### config.mk
export PLATFORM = sky130hd
export DESIGN_NAME = pipeline_step_controller
export DESIGN_NICKNAME = d
export VERILOG_FILES = /design/src/rtl/pipeline_step_controller_pkg.sv /design/src/rtl/pipeline_step_controller_cycle_counter.sv /design/src/rtl/pipeline_step_controller.sv
export SDC_FILE = /design/constraint.sdc
export NUM_CORES = 1
export LEC_CHECK = 0
export ABC_AREA = 1
export BUFFER_PORTS_ARGS = -buffer_cell sky130_fd_sc_hd__buf_4
export CORE_ASPECT_RATIO = 1.1
export CORE_MARGIN = 2
export CORE_UTILIZATION = 62
export CTS_CLUSTER_SIZE = 40
export DETAILED_ROUTE_END_ITERATION = 8
export GPL_TIMING_DRIVEN = 0
export PLACE_DENSITY = 0.86
export SYNTH_ARGS = -nofsm -noshare
export SYNTH_HDL_FRONTEND = slang
export SYNTH_SLANG_ARGS = --single-unit
export TNS_END_PERCENT = 1
### constraint.sdc
create_clock -name i_clk -period 6.28 [get_ports i_clk]
set_clock_uncertainty 0.15 [all_clocks]
set_input_delay 0.314 -clock i_clk [delete_from_list [all_inputs] [get_ports i_clk]]
set_output_delay 0.314 -clock i_clk [all_outputs]
set_load 0.02 [all_outputs]
### src/rtl/pipeline_step_controller_pkg.sv
// Shared codes and default widths for the
// pipeline run/step sequencer.
package pipeline_step_controller_pkg;

  localparam int CNT_WIDTH_DEF  = 32;
  localparam int STEP_WIDTH_DEF = 16;

  typedef enum logic [1:0] {
    CMD_CLEAR = 2'b00,
    CMD_RUN   = 2'b01,
    CMD_STEP  = 2'b10,
    CMD_STOP  = 2'b11
  } cmd_e;

  typedef enum logic [1:0] {
    ST_IDLE   = 2'b00,
    ST_RUN    = 2'b01,
    ST_STEP   = 2'b10,
    ST_HALTED = 2'b11
  } state_e;

endpackage

### src/rtl/pipeline_step_controller_cycle_counter.sv
// Saturating count of executed pipeline cycles,
// cleared only by an explicit clear pulse.
module cycle_counter #(
  parameter int CNT_WIDTH = 32
) (
  input  logic                 i_clk,
  input  logic                 i_reset,
  input  logic                 i_inc,
  input  logic                 i_clear,
  output logic [CNT_WIDTH-1:0] o_count
);

  always_ff @(posedge i_clk or posedge i_reset) begin
    if (i_reset) begin
      o_count <= '0;
    end else if (i_clear) begin
      o_count <= '0;
    end else if (i_inc && (o_count != '1)) begin
      o_count <= o_count + 1'b1;
    end
  end

endmodule

### src/rtl/pipeline_step_controller.sv
// Run/step sequencer driving the shared pipeline
// register enable; freezes on a retired HALT.
module pipeline_step_controller
  import pipeline_step_controller_pkg::*;
#(
  parameter int CNT_WIDTH  = CNT_WIDTH_DEF,
  parameter int STEP_WIDTH = STEP_WIDTH_DEF
) (
  input  logic                  i_clk,
  input  logic                  i_reset,
  input  logic                  i_cmd_valid,
  input  logic [1:0]            i_cmd,
  input  logic [STEP_WIDTH-1:0] i_cmd_arg,
  output logic                  o_cmd_ready,
  input  logic                  i_halt_wb,
  output logic                  o_pipe_enable,
  output logic                  o_done,
  output logic                  o_halted,
  output logic [1:0]            o_state,
  output logic [CNT_WIDTH-1:0]  o_cycle_count
);

  localparam logic [STEP_WIDTH-1:0] ONE =
    {{(STEP_WIDTH-1){1'b0}}, 1'b1};

  state_e                state;
  logic [STEP_WIDTH-1:0] remaining;
  logic                  done_q;
  logic                  accept;
  logic                  halt_hit;
  logic                  cnt_clear;
  cmd_e                  cmd;

  assign cmd      = cmd_e'(i_cmd);
  assign accept   = i_cmd_valid && o_cmd_ready;
  assign halt_hit = o_pipe_enable && i_halt_wb;

  // Outputs decode from registered state only.
  assign o_pipe_enable = (state == ST_RUN) ||
                         (state == ST_STEP);
  assign o_cmd_ready   = (state != ST_STEP);
  assign o_halted      = (state == ST_HALTED);
  assign o_state       = state;
  assign o_done        = done_q;

  assign cnt_clear = accept && (cmd == CMD_CLEAR) &&
                     ((state == ST_IDLE) ||
                      (state == ST_HALTED));

  always_ff @(posedge i_clk or posedge i_reset) begin
    if (i_reset) begin
      state     <= ST_IDLE;
      remaining <= '0;
      done_q    <= 1'b0;
    end else begin
      done_q <= 1'b0;
      if (halt_hit) begin
        state     <= ST_HALTED;
        remaining <= '0;
        done_q    <= 1'b1;
      end else begin
        unique case (state)
          ST_IDLE: begin
            if (accept) begin
              unique case (1'b1)
                (cmd == CMD_RUN): state <= ST_RUN;
                (cmd == CMD_STEP): begin
                  state     <= ST_STEP;
                  remaining <= (i_cmd_arg == '0) ?
                               ONE : i_cmd_arg;
                end
                (cmd == CMD_CLEAR),
                (cmd == CMD_STOP): state <= ST_IDLE;
              endcase
            end
          end
          ST_RUN: begin
            if (accept && (cmd == CMD_STOP))
              state <= ST_IDLE;
          end
          ST_STEP: begin
            remaining <= remaining - ONE;
            if (remaining == ONE) begin
              state  <= ST_IDLE;
              done_q <= 1'b1;
            end
          end
          ST_HALTED: begin
            if (accept && (cmd == CMD_CLEAR))
              state <= ST_IDLE;
          end
          default: state <= ST_IDLE;
        endcase
      end
    end
  end

  cycle_counter #(
    .CNT_WIDTH(CNT_WIDTH)
  ) u_cnt (
    .i_clk  (i_clk),
    .i_reset(i_reset),
    .i_inc  (o_pipe_enable),
    .i_clear(cnt_clear),
    .o_count(o_cycle_count)
  );

endmodule

==> impl_metrics.ini <==
[detailed_routing]
routedWlPerCell_um = 14.5
drc = 0
drt_first_pass_iters = 5
viasPerCell = 5.55
vias = 4021
antenna_left = 0
drt_iter0_drc = 226
drt_wl_total_um = 10500

[power_and_ir_drop]
powerDensity_nw_per_um2 = 413
swShare = 0.524
pwr-share-comb = 0.592
p_sw_uw = 945
clkPwrFrac = 0.114
ir_worst_vdd_uv = 379
p_seq_frac = 0.294
p_leak_uw = 0.00221
intPower_uw = 859

[sta]
fmax_mhz = 386
relSlewSlack = 0.619
rsz0062_at_grt = no
hold_ws_ns = 0.0884
final_max_slew_viol_count = 0
finalSetupTns_ns = 0
min_period_ns = 2.59
worstMarginPinSlew_ns = 0.572
setup_viol = 0
finalHoldViolations = 0
post-route-period-util = 0.413

[synthesis]
synth_top_family_by_area = simple AND/OR/NAND/NOR gates
syn_area_per_cell_um2 = 6.41
synth-simple-area-share = 0.459
synth_cell_type_count = 32
synth_async_sr_flop_share = 1.00
synth_xor_xnor_area_share = 0.0237
yosys-top-cells-area = dfrtp_1 (34%), nand2_1 (22%), nor2_1 (9.7%)
ys_seq_area_frac = 0.345
synth.area.mux_share = 0
yosysTopAreaCell = dfrtp_1
synth_edf_count = 0
synth_area_um2 = 3700
synth_top_area_frac = 0.345
synth_cells = 578
synth_compound_area_frac = 0.0669
synthFlopType = dfrtp_1
synth_fa_ha_area_frac = 0.0304
synth_common_cells = nand2_1 (217), nor2_1 (96), inv_1 (52), dfrtp_1 (51), nand3_1 (40)
syn_nets = 609
synth.most_common_cell = nand2_1
yosys_register_bits = 51
yosys_warnings = 0

[place]
dp_cells = 715
dp_hpwl_um = 8030
place_area_um2 = 4260
portBuffers = 59
routabilityCongestion = 0.990

[clocking]
htree_levels = 2
cts_setup_buffers = 0
clkLatencyLatePin_ns = 0.32
clock_sinks = 51
cts_root_buf = clkbuf_8
clockBufferDepth = 2
ctsResizeCount = 0
cts_tree = yes
hold_buffers = 1
path_clk_slew_ns = 0.11
numCtsBuffers = 5

[floorplanning]
die_y_um = 85.0
io_pins = 60
fp.dieArea_um2 = 6610
dieWidth_um = 77.7
core_um2 = 5770
rows = 29
start_util = 0.642

[layout]
drive_gt1_frac = 0.145
area_growth_pct = 17.9
n_antenna_cell = 0
design_area_um2 = 4370
layout.nets = 677
stdcell_count = 724

[critical_path]
path_class = flip-flop to flip-flop
crit_fanout = 10
crit_path_end_kind = flip-flop
critPathRequiredTime_ns = 6.33
arrival_ns = 2.64
worst_setup_path_start_kind = flip-flop

[global_routing]
overflow = 0
grtUsageTotal = 0.338
grt_max_degree = 37
antenna_found_initial = 0
grt_pass1_wl_um = 17600
grt_pass1_vias = 3898

[run]
drv_cap = 0

[min_path]
worstHoldPathType = input pin to flip-flop

[run_status]
outcome = complete, no violations
==> power by group through the flow <==
stage	Sequential [uW]	Clock, uW	Combinational, uW
floorplan	556	0	705
global placement	527	0	1030
detailed placement	534	0	1060
CTS	528	206	1060
global route	545	215	1190
finish	531	205	1070
==> final cells by class <==
type | instances | area, um2
Fill cell | 459 | 1400
Sequential cell | 51 | 1280
Tap cell | 77 | 96.3
Timing Repair Buffer | 61 | 473
Clock buffer | 5 | 68.8
Multi-Input combinational cell | 460 | 2150
Clock inverter | 3 | 25.0
Buffer | 11 | 62.6
Inverter | 56 | 215
==> layer usage <==
metal	vias to the layer above	global-route usage	routed length (um)
met2	191	0.616	5450
met4	0	0.164	374
met1	1822	0.387	4010
met3	34	0.0447	646
met5	-	0	0
li1	1974	-	-
==> sequential cells by signal (all words and copies together) (netlist names) <==
| name | count |
|---|---|
| o_done | 1 |
| u_cnt.o_count | 32 |
| remaining | 16 |
| o_state | 2 |
==> kinds of logic (layout without fill, tap and decap cells) <==
| group | after synthesis | in the layout |
|---|---|---|
| AND/OR/NAND/NOR | 396 | 396 |
| buffers and inverters | 67 | 136 |
| flip-flops | 51 | 51 |
| AO/OA/AOI/OAI | 45 | 45 |
| XOR/XNOR | 10 | 10 |
| adder cells (fa/ha/maj) | 9 | 9 |
==> critical path: stages (launching register included) <==
cell and delay [ns]:
dfrtp_1 0.46, inv_1 0.14, ha_1 0.33, buf_4 0.18, inv_1 0.10, nand4_1 0.39
nand2_4 0.31, clkinv_4 0.13, buf_6 0.16, nand2_1 0.05, nand2_1 0.07
==> metrics by stage <==
stage | setup WS, ns | total power (uW) | utilization
final | 3.69 | 1800 | 0.757
after floorplan | 3.94 | 1260 | -
after global routing | 3.52 | 1950 | 0.757
after global placement | 3.84 | 1560 | 0.735
after CTS | 3.72 | 1790 | 0.757
after detailed placement | 3.76 | 1590 | 0.739
==> placed cells by master (no fill, tap or decap) <==
cell           synthesis  routed
clkinv_4               1       3
ha_1                   9       9
buf_6                  2       2
o21ai_1                2       2
o211ai_1               2       2
buf_2                  2       2
o31ai_1                2       2
o22ai_1                3       3
and2_1                 1       1
buf_4                  1      60
nand4_1               23      23
clkinvlp_4             0       1
xor2_1                 7       7
nor2_8                 1       1
nand3b_1               3       3
or2_2                  3       3
nand3_2                1       1
dfrtp_1               51      51
o21bai_1               3       3
a31oi_1                1       1
nand2_2                1       1
buf_12                 0       1
clkbuf_1               6       6
nor2_2                 3       3
nor2_1                96      96
nand3_1               40      40
nor2_4                 3       3
dlygate4sd3_1          0       1
inv_1                 52      51
xnor2_1                3       3
a21oi_1               12      12
o21ai_0               20      20
clkbuf_8               0       5
nand2_1              217     217
inv_2                  3       4
nand2_4                4       4
==> final timing paths <==
kind	start	depth (start not counted)	to	slack, ns
worst max-delay path	o_state[0]	10	u_cnt.o_count[15]	3.69
worst min register to register	remaining[9]	2	remaining[9]	0.40
worst min-delay path	i_cmd_arg[8]	3	remaining[8]	0.09
worst max register to register	o_state[0]	10	u_cnt.o_count[15]	3.69
min in group asynchronous	i_reset	3	u_cnt.o_count[3]	0.41
max in group asynchronous	i_reset	4	u_cnt.o_count[22]	5.05
Power figures use the tool's default switching activity.
